$ cat config.mk
export PLATFORM = sky130hd
export DESIGN_NAME = instr_fetch_unit_flat
export DESIGN_NICKNAME = d
export VERILOG_FILES = /design/src/rtl/fetch_pkg.sv /design/src/rtl/instr_fetch_unit_if.sv /design/src/rtl/fetch_fifo.sv /design/src/rtl/instr_fetch_unit.sv /design/src/flat_wrapper.sv
export SDC_FILE = /design/constraint.sdc
export NUM_CORES = 1
export LEC_CHECK = 0
export ABC_AREA = 1
export BUFFER_PORTS_ARGS = -buffer_cell sky130_fd_sc_hd__buf_2
export CAP_MARGIN = 40
export CELL_PAD_IN_SITES_DETAIL_PLACEMENT = 0
export CELL_PAD_IN_SITES_GLOBAL_PLACEMENT = 2
export CORE_ASPECT_RATIO = 1.2
export CORE_MARGIN = 2
export CORE_UTILIZATION = 41
export DETAILED_ROUTE_END_ITERATION = 12
export GPL_ROUTABILITY_DRIVEN = 0
export GPL_TIMING_DRIVEN = 0
export HOLD_SLACK_MARGIN = 0.02
export PLACE_DENSITY = 0.86
export SLEW_MARGIN = 20
export SYNTH_ARGS = -nofsm -noshare
export SYNTH_HDL_FRONTEND = slang
export SYNTH_HIERARCHICAL = 1
export SYNTH_SLANG_ARGS = --single-unit
export TNS_END_PERCENT = 1
$ cat constraint.sdc
create_clock -name clk -period 10.7 [get_ports clk]
set_input_delay 1.07 -clock clk [delete_from_list [all_inputs] [get_ports clk]]
set_output_delay 1.07 -clock clk [all_outputs]
set_load 0.01 [all_outputs]
$ cat src/rtl/fetch_pkg.sv
// Shared types and constants for the instruction fetch front end.
package fetch_pkg;

  localparam int          INSTR_W        = 32;
  localparam int          PC_W           = 32;
  localparam logic [31:0] PC_INC         = 32'd4;
  localparam logic [31:0] FETCH_RESET_PC = 32'h0000_0000;

  typedef enum logic [1:0] {
    FETCH_IDLE,
    FETCH_WAIT,
    FETCH_DISCARD
  } fetch_state_e;

  // Fetch addresses are word aligned; the low two bits are always cleared.
  function automatic logic [PC_W-1:0] word_align(input logic [PC_W-1:0] addr);
    return addr & ~32'd3;
  endfunction

endpackage

$ cat src/rtl/instr_fetch_unit_if.sv
// Bus bundle for the fetch unit: redirect input, instruction memory
// req/ack port and the valid/ready handoff to the ID stage.
interface instr_fetch_unit_if;
  import fetch_pkg::*;

  logic               redirect_valid;
  logic [PC_W-1:0]    redirect_target;
  logic               imem_req;
  logic [PC_W-1:0]    imem_addr;
  logic               imem_ack;
  logic [INSTR_W-1:0] imem_rdata;
  logic               id_valid;
  logic [INSTR_W-1:0] id_instr;
  logic [PC_W-1:0]    id_pc;
  logic               id_ready;

  // Fetch unit side.
  modport master (
    input  redirect_valid, redirect_target, imem_ack, imem_rdata, id_ready,
    output imem_req, imem_addr, id_valid, id_instr, id_pc
  );

  // Environment side (memory, branch unit, ID stage).
  modport slave (
    output redirect_valid, redirect_target, imem_ack, imem_rdata, id_ready,
    input  imem_req, imem_addr, id_valid, id_instr, id_pc
  );

endinterface

$ cat src/rtl/fetch_fifo.sv
// Circular buffer holding fetched {pc, instr} entries until ID takes them.
// Flush empties the buffer and overrides any push or pop in that cycle.
module fetch_fifo #(
  parameter int DEPTH  = 4,
  parameter int DATA_W = 64
) (
  input  logic              clk,
  input  logic              clr,
  input  logic              push,
  input  logic              pop,
  input  logic              flush,
  input  logic [DATA_W-1:0] din,
  output logic              full,
  output logic              empty,
  output logic [DATA_W-1:0] dout
);

  localparam int AW = $clog2(DEPTH);
  localparam int CW = $clog2(DEPTH + 1);

  logic [DATA_W-1:0] mem [DEPTH];
  logic [AW-1:0]     wr_ptr;
  logic [AW-1:0]     rd_ptr;
  logic [CW-1:0]     count;
  logic              push_ok;
  logic              pop_ok;

  assign pop_ok  = pop && !empty;
  assign push_ok = push && (!full || pop_ok);
  assign full    = (count == CW'(DEPTH));
  assign empty   = (count == '0);
  assign dout    = mem[rd_ptr];

  // Storage write; contents need no reset since count gates visibility.
  always_ff @(posedge clk) begin
    if (push_ok && !flush) begin
      mem[wr_ptr] <= din;
    end
  end

  // Pointer and occupancy bookkeeping; pointers wrap since DEPTH is 2^n.
  always_ff @(posedge clk or negedge clr) begin
    if (!clr) begin
      wr_ptr <= '0;
      rd_ptr <= '0;
      count  <= '0;
    end else if (flush) begin
      wr_ptr <= '0;
      rd_ptr <= '0;
      count  <= '0;
    end else begin
      if (push_ok) wr_ptr <= wr_ptr + AW'(1);
      if (pop_ok)  rd_ptr <= rd_ptr + AW'(1);
      case ({push_ok, pop_ok})
        2'b10:   count <= count + CW'(1);
        2'b01:   count <= count - CW'(1);
        default: count <= count;
      endcase
    end
  end

endmodule

$ cat src/rtl/instr_fetch_unit.sv
// Instruction fetch front end: one outstanding word request at a time,
// returned words queued with their PC, redirects flush everything queued
// and retire any in-flight request without using its data.
module instr_fetch_unit
  import fetch_pkg::*;
#(
  parameter int          DEPTH    = 4,
  parameter logic [31:0] RESET_PC = FETCH_RESET_PC
) (
  input logic                clk,
  input logic                clr,
  instr_fetch_unit_if.master bus
);

  localparam int ENTRY_W = PC_W + INSTR_W;

  fetch_state_e        state;
  fetch_state_e        state_nxt;
  logic [PC_W-1:0]     fa;
  logic [PC_W-1:0]     fa_nxt;
  logic [PC_W-1:0]     addr_q;
  logic [PC_W-1:0]     addr_nxt;
  logic [PC_W-1:0]     target;
  logic                fifo_push;
  logic                fifo_full;
  logic                fifo_empty;
  logic [ENTRY_W-1:0]  fifo_head;

  assign target = word_align(bus.redirect_target);

  // FSM state register; reset abandons any in-flight request at once.
  always_ff @(posedge clk or negedge clr) begin
    if (!clr) state <= FETCH_IDLE;
    else      state <= state_nxt;
  end

  // Fetch address and request address registers.
  always_ff @(posedge clk or negedge clr) begin
    if (!clr) begin
      fa     <= RESET_PC;
      addr_q <= '0;
    end else begin
      fa     <= fa_nxt;
      addr_q <= addr_nxt;
    end
  end

  // Next-state, next-address and queue push decode. In WAIT fa still
  // equals the outstanding address, so it doubles as the pushed PC.
  always_comb begin
    state_nxt = state;
    fa_nxt    = fa;
    addr_nxt  = addr_q;
    fifo_push = 1'b0;
    case (state)
      FETCH_IDLE: begin
        if (bus.redirect_valid) begin
          fa_nxt = target;
        end else if (!fifo_full) begin
          addr_nxt  = fa;
          state_nxt = FETCH_WAIT;
        end
      end
      FETCH_WAIT: begin
        if (bus.imem_ack) begin
          state_nxt = FETCH_IDLE;
          if (bus.redirect_valid) begin
            fa_nxt = target;
          end else begin
            fifo_push = 1'b1;
            fa_nxt    = fa + PC_INC;
          end
        end else if (bus.redirect_valid) begin
          fa_nxt    = target;
          state_nxt = FETCH_DISCARD;
        end
      end
      FETCH_DISCARD: begin
        // The stale request stays on the bus until acked; latest redirect wins.
        if (bus.redirect_valid) fa_nxt = target;
        if (bus.imem_ack)       state_nxt = FETCH_IDLE;
      end
      default: state_nxt = FETCH_IDLE;
    endcase
  end

  fetch_fifo #(
    .DEPTH  (DEPTH),
    .DATA_W (ENTRY_W)
  ) u_fifo (
    .clk   (clk),
    .clr   (clr),
    .push  (fifo_push),
    .pop   (bus.id_ready),
    .flush (bus.redirect_valid),
    .din   ({fa, bus.imem_rdata}),
    .full  (fifo_full),
    .empty (fifo_empty),
    .dout  (fifo_head)
  );

  assign bus.imem_req  = (state != FETCH_IDLE);
  assign bus.imem_addr = addr_q;
  assign bus.id_valid  = !fifo_empty;
  assign bus.id_pc     = fifo_empty ? '0 : fifo_head[ENTRY_W-1:INSTR_W];
  assign bus.id_instr  = fifo_empty ? '0 : fifo_head[INSTR_W-1:0];

endmodule

$ cat src/flat_wrapper.sv
// flat-port wrapper written by rule: the top's interface ports become plain ports
module instr_fetch_unit_flat import fetch_pkg::*;
#(
  parameter int          DEPTH    = 4,
  parameter logic [31:0] RESET_PC = FETCH_RESET_PC
)
  (clk, clr, bus_redirect_valid, bus_redirect_target, bus_imem_ack, bus_imem_rdata, bus_id_ready, bus_imem_req, bus_imem_addr, bus_id_valid, bus_id_instr, bus_id_pc);
  instr_fetch_unit_if bus_i ();
  input logic clk;
  input logic clr;
  input wire logic [$bits(bus_i.redirect_valid)-1:0] bus_redirect_valid;
  input wire logic [$bits(bus_i.redirect_target)-1:0] bus_redirect_target;
  input wire logic [$bits(bus_i.imem_ack)-1:0] bus_imem_ack;
  input wire logic [$bits(bus_i.imem_rdata)-1:0] bus_imem_rdata;
  input wire logic [$bits(bus_i.id_ready)-1:0] bus_id_ready;
  output wire logic [$bits(bus_i.imem_req)-1:0] bus_imem_req;
  output wire logic [$bits(bus_i.imem_addr)-1:0] bus_imem_addr;
  output wire logic [$bits(bus_i.id_valid)-1:0] bus_id_valid;
  output wire logic [$bits(bus_i.id_instr)-1:0] bus_id_instr;
  output wire logic [$bits(bus_i.id_pc)-1:0] bus_id_pc;
  assign bus_i.redirect_valid = bus_redirect_valid;
  assign bus_i.redirect_target = bus_redirect_target;
  assign bus_i.imem_ack = bus_imem_ack;
  assign bus_i.imem_rdata = bus_imem_rdata;
  assign bus_i.id_ready = bus_id_ready;
  assign bus_imem_req = bus_i.imem_req;
  assign bus_imem_addr = bus_i.imem_addr;
  assign bus_id_valid = bus_i.id_valid;
  assign bus_id_instr = bus_i.id_instr;
  assign bus_id_pc = bus_i.id_pc;
  instr_fetch_unit #(.DEPTH(DEPTH), .RESET_PC(RESET_PC)) u_core (.clk(clk), .clr(clr), .bus(bus_i));
endmodule
# ---- After elaboration in Yosys (flattened, before gate mapping)
# Memory sizes are Yosys's and may differ from the RTL's.
# Cells that the tools add are included.
dict set report op_classes {
  add_sub_neg 5
  multipliers 0
  div_mod_pow 0
  magnitude_cmp 0
  n_eq_ne 9
  shifts 0
  n_mux 23
  n_bitwise 2
  n_reduce_logical 17
}
# op count
set op_table {}
lappend op_table {{$mux W32} 5}
lappend op_table {{$pmux W32 S2} 1}
lappend op_table {{$add A32 B3 Y32 const B} 1}
lappend op_table {{$mux W2} 9}
lappend op_table {{$reduce_bool A2 Y1} 4}
lappend op_table {{$ne A2 B2 Y1 const B} 3}
lappend op_table {{$pmux W2 S3} 1}
lappend op_table {{$pmux W3 S2} 1}
lappend op_table {{$mux W1} 5}
lappend op_table {{$add A2 B1 Y2 const B} 2}
lappend op_table {{$eq A2 B1 Y1 const B} 2}
lappend op_table {{$eq A2 B2 Y1 const B} 2}
lappend op_table {{$reduce_and A4 Y1} 1}
lappend op_table {{$add A3 B1 Y3 const B} 1}
lappend op_table {{$eq A3 B3 Y1 const B} 1}
lappend op_table {{$logic_and A1 B1 Y1} 3}
lappend op_table {{$logic_not A1 Y1} 3}
lappend op_table {{$logic_not A3 Y1} 1}
lappend op_table {{$mux W3} 1}
lappend op_table {{$ne A3 B3 Y1 const B} 1}
lappend op_table {{$reduce_and A3 Y1} 1}
lappend op_table {{$reduce_bool A3 Y1} 1}
lappend op_table {{$sub A3 B1 Y3 const B} 1}
lappend op_table {{$logic_not A2 Y1} 1}
lappend op_table {{other kinds (3)} 4}
dict set report word_totals {
  regBits 73
  latch_bits 0
  ramBits 256
  mem_bits_ro 0
  input_bits 69
  out_inout_bits 98
  word_cells 63
  memories 1
}
# memory depth width read_ports rd_clocked_by_memory_dff write_ports line
set memory_table {}
lappend memory_table {u_core.u_fifo.mem 4 64 1 0 1 fetch_fifo.sv:21} ;# logic [DATA_W-1:0] mem [DEPTH];

# ---- Depth between registers and ports, before layout
dict set report depth {
  ltp_word 8
  depth_mapped 15
  mapped_depth_nobuf 14
}

# ---- Hierarchy
# The synthesis kept the hierarchy.
# mod instances cells_per_inst area_per_inst_um2 seq_area_each_um2
set by_module_without_submodules {}
lappend by_module_without_submodules {fetch_fifo 1 687 9967.1 7862.5}
lappend by_module_without_submodules {instr_fetch_unit 1 655 4334.2 1651.6}

# ---- Worst setup path after synthesis
# No wires, ideal clock.
dict set report synth_path {
  path_kind {in2reg}
  from {input bus_redirect_valid}
  to {memory u_core.u_fifo.mem[0][0], enable pin}
  setup_ns 0.486
  arrival_ns 4.497
  required_ns 10.214
  setup_slack_ns 5.716
  stages 8
  path_buffers 1
  cell_sequence {buf_2 -> nor2_2 -> inv_1 -> nor2_2 -> nand2_1 -> inv_2 -> nand2_1 -> nor2_1}
}
dict set report synth_between {
  elab_chain_len 7
  word_cells_on_any_way 8
  cone_classes {mux: 5; reduce/logical: 3}
}
# element line
set synth_lines {}
lappend synth_lines {{from (decl)} flat_wrapper.sv:11} ;# input wire logic [$bits(bus_i.redirect_valid)-1:0] bus_redirect_valid;
lappend synth_lines {{$mux W1} instr_fetch_unit.sv:67} ;# if (bus.redirect_valid) begin
lappend synth_lines {{$mux W1} instr_fetch_unit.sv:65} ;# if (bus.imem_ack) begin
lappend synth_lines {{$mux W1} instr_fetch_unit.sv:55} ;# case (state)
lappend synth_lines {{via u_core.fifo_push} instr_fetch_unit.sv:24} ;# logic fifo_push;
lappend synth_lines {{$logic_and A1 B1 Y1} fetch_fifo.sv:29} ;# assign push_ok = push && (!full || pop_ok);
lappend synth_lines {{$logic_and A1 B1 Y1} fetch_fifo.sv:36} ;# if (push_ok && !flush) begin
lappend synth_lines {{$mux W1} fetch_fifo.sv:36}
lappend synth_lines {{$mux W1 (implied by the code)} fetch_fifo.sv:37} ;# mem[wr_ptr] <= din;
lappend synth_lines {{to (decl)} fetch_fifo.sv:21}
# The timed path passes the listed nets, and every way through them passes these cells.

# ---- Final worst setup path
dict set report layout_path {
  from {register u_core.u_fifo.count[0]}
  to {output bus_id_pc[18]}
}
dict set report layout_between {
  elab_chain_len 2
}
# element line
set layout_lines {}
lappend layout_lines {{from (decl)} fetch_fifo.sv:24} ;# logic [CW-1:0] count;
lappend layout_lines {{from (signal assigned)} fetch_fifo.sv:55} ;# 2'b10: count <= count + CW'(1);
lappend layout_lines {{from (signal assigned)} fetch_fifo.sv:56} ;# 2'b01: count <= count - CW'(1);
lappend layout_lines {{from (signal assigned)} fetch_fifo.sv:57} ;# default: count <= count;
lappend layout_lines {{$logic_not A3 Y1} fetch_fifo.sv:31} ;# assign empty = (count == '0);
lappend layout_lines {{via u_core.fifo_empty} instr_fetch_unit.sv:26} ;# logic fifo_empty;
lappend layout_lines {{$mux W32} instr_fetch_unit.sv:105} ;# assign bus.id_pc = fifo_empty ? '0 : fifo_head[ENTRY_W-1:INSTR_W];
lappend layout_lines {{to (decl)} flat_wrapper.sv:20} ;# output wire logic [$bits(bus_i.id_pc)-1:0] bus_id_pc;
# The timed path passes the listed nets, and every way through them passes these cells.

==> metrics.md <==
| Metric | Value |
|---|---|
| Highest clock rate | `0.270 GHz` |
| Clock Pin Slew Worst Setup and Hold Paths | `0.06 ns` |
| Worst skew pair latency | `0.51 ns` |
| Endpoints failing setup | `0` |
| Drc violations | `0` |
| Overall power of the completed layout | `3990 uW` |
| Power per Cell Area | `231 nW/um^2` |
| Fraction of layout instances using a drive strength above 1 | `19.8%` |
| Register-to-Register Path Depth | `11` |
| Total GRT Usage | `20.5%` |
| HPWL after detailed placement | `26.1 mm` |
| Die Outline Area | `36400 sq um` |
| Number of I/O pins | `167` |
| Peak fanout along the critical path | `10` |
| Fillcell total | `3124` |
| Post-detailed-route wirelength per cell | `18.2 um` |
| Nets | `1633` |
| Initial standard-cell utilization of the core | `41.9%` |
| CP most frequent cell | `clkbuf_1` |
| VDD IR max | `0.115 mV` |
| Initial DRC count | `810` |
| Number of antenna violations at the first check in global routing | `1` |
| Post-synthesis average cell area | `10.7 sq um` |
| Category of the worst setup path launch point | `flop` |
| Count of distinct cell types in the synthesized netlist | `40` |
| Mapped Area | `14300 sq um` |
| Unrepaired setup endpoints after global routing | `no` |
| CP required | `9.63 ns` |
| Fin util | `50.6%` |
| Max-cap viol count | `0` |
| Leakage power | `0.00715 uW` |
| Setup TNS | `0 ns` |
| Vias | `10215` |
| Worst clock skew | `0.00775 ns` |
| Summed area of non-filler cells in the final layout | `17300 sq um` |
| Maximum count of clock buffers along a single path | `3` |
| Seq cells post-synth | `329` |
| Post-cts resize count | `0` |
| Die Y | `209 um` |
| Proportion of netlist area held by the largest area contributor | `53.8%` |
| Critical Path Sink Type | `output pin` |
| Width of the die | `174 um` |
| H-tree Lvls | `2` |
| Worst hold-check path type | `in2async` |
| Status | `completed` |
| Pin count of the biggest net entering global routing | `50` |
| Gate count of the mapped netlist | `1342` |
| Number of hold-slack violations in the final timing report | `0` |
| I/O Buffers | `164` |
| Sequence of cells on the critical path | `nor2_2 > nand2_1 > inv_1 > clkbuf_1 > buf_6 > clkbuf_1 > nor2_1 > buf_2` |
| Final count of pins violating max slew | `0` |
| Placement-stage cell area | `16100 sq um` |
| Leading post-synthesis cells by cell area | `edfxtp_1 54%, dfrtp_1 13%, nor2_1 6.4%` |
| Hold buffers post-CTS | `0` |
| Remaining max-slew budget at the tightest pin | `51.6%` |
| Count of synthesis-stage warnings from yosys | `6` |
| Number of routed nets with antenna violations | `0` |
| Post-route minimum period | `3.70 ns` |
| Worst setup path category | `reg2out` |
| Cell at the slowest stage of the critical path | `dfrtp_1` |
| Std-Cell Core Area | `34200 sq um` |
| Post-Syn Nets | `1417` |
| Vias in the first global route | `10178` |
| Global-route wire length before repair | `57.5 mm` |
| Number of buffers inserted during clock tree synthesis | `35` |
| Library cell occupying the most area in the post-synthesis netlist | `edfxtp_1` |
| Layout overhead on the synthesized area | `21.0%` |
| Worst stage delay on the critical path | `0.44 ns` |
| First-pass detailed-route iteration total | `5` |
| Setup Fix Bufs, Post-CTS | `0` |
| TritonCTS clock tree | `built` |
| Sinks on Clock Net | `329` |
| Measured slew at the worst slew-check pin | `0.724 ns` |
| Clock root buffer | `clkbuf_16` |
| Period utilisation layout | `34.6%` |
| DR vias/cell | `5.00` |
| Critical Path AT | `2.63 ns` |
| Sequential-to-total area share from yosys stat | `66.5%` |
| Total grt overflow | `0` |
| Floorplan row count | `74` |
| Routed WL | `37.2 mm` |
## placed cells by master, fill, tap and decap left out, drive strengths merged, types with 14 or more instances in the layout
cell,n
clkinv,14
clkbuf,76
dfrtp,73
nor2,260
nand4,16
nand2,194
nand3,42
buf,212
edfxtp,256
inv,135
o22ai,65
o21ai,191
## critical path: cells and delay by family (launching register included)
kind	cells	cell delay (ns)
DFF	1	0.44
and+or+nand+nor	3	0.48
buffers and inverters	5	1.17
## per-layer routing
metal	vias up	part of all wire, %	track usage [%]
met1	4856	42	25.9
met2	279	51	36.2
met3	59	4.9	3.13
li1	5021	-	-
met4	0	2.5	6.41
met5	-	0	0
## cell usage after synthesis (all sizes together)
cell type,n
o221ai,1
edfxtp,256
o211ai,5
mux2i,2
nand2,194
nand3,42
mux2,5
xnor2,1
o21ai,191
dfrtp,73
nor3,4
a21oi,10
a41o,1
inv,135
o22ai,65
buf,33
nor3b,1
a22oi,1
xor2,2
nand4,16
clkinv,1
o21bai,1
a31oi,2
fa,1
clkbuf,34
nor2,260
ha,5
## cell families after synthesis
logic type | synth area share, %
flip-flops | 66.5
buffers and inverters | 6.26
adder cells (fa/ha/maj) | 0.577
AO/OA/AOI/OAI | 10.5
multiplexers | 0.534
XOR/XNOR | 0.184
AND/OR/NAND/NOR | 15.4
## final cells by class
type | count | area, sq um | share of cell area, %
tap | 456 | 571 | 3.30
inverter | 136 | 514 | 2.97
antenna | 1 | 2.50 | 0.0145
sequential | 329 | 9510 | 55.0
clock buffer | 42 | 955 | 5.52
clock inverter | 21 | 256 | 1.48
timing repair buffer | 179 | 1180 | 6.85
multi-input combinational | 810 | 3920 | 22.7
buffer | 67 | 382 | 2.21
## stage by stage
step                instances  worst slack, ns  hold WS (ns)
floorplan                1342             5.72         0.476
global placement         1962             2.94         0.469
detailed placement       1977             6.83         0.472
CTS                      2040             6.90         0.463
global route             2041             6.80         0.480
finish                   2041             7.00         0.474
## flip-flops by register name, indices dropped and copies added, names as in the netlist
signal and cells:
u_core/u_fifo/mem 256, u_core/bus.imem_addr 32, u_core/fa 32, u_core/u_fifo/count 3, u_core/state 2, u_core/u_fifo/rd_ptr 2
u_core/u_fifo/wr_ptr 2
## report_power, final
part | switching (uW) | internal, uW
logic | 714 | 389
registers | 115 | 1510
clock network | 479 | 781
total | 1310 | 2680
## worst paths after layout
kind                                          from                        to  slack, ns
setup / recovery            u_core/u_fifo/count[0]             bus_id_pc[18]       7.00
hold / removal                                 clr  u_core/bus.imem_addr[25]       0.47
setup reg to reg                   u_core/state[0]   u_core/u_fifo/mem[0][2]       7.60
hold reg to reg            u_core/bus.imem_addr[6]   u_core/bus.imem_addr[6]       0.48
max in group asynchronous                      clr              u_core/fa[6]       9.64
min in group clk           u_core/bus.imem_addr[6]   u_core/bus.imem_addr[6]       0.48
(Power assumes the default switching activity.)
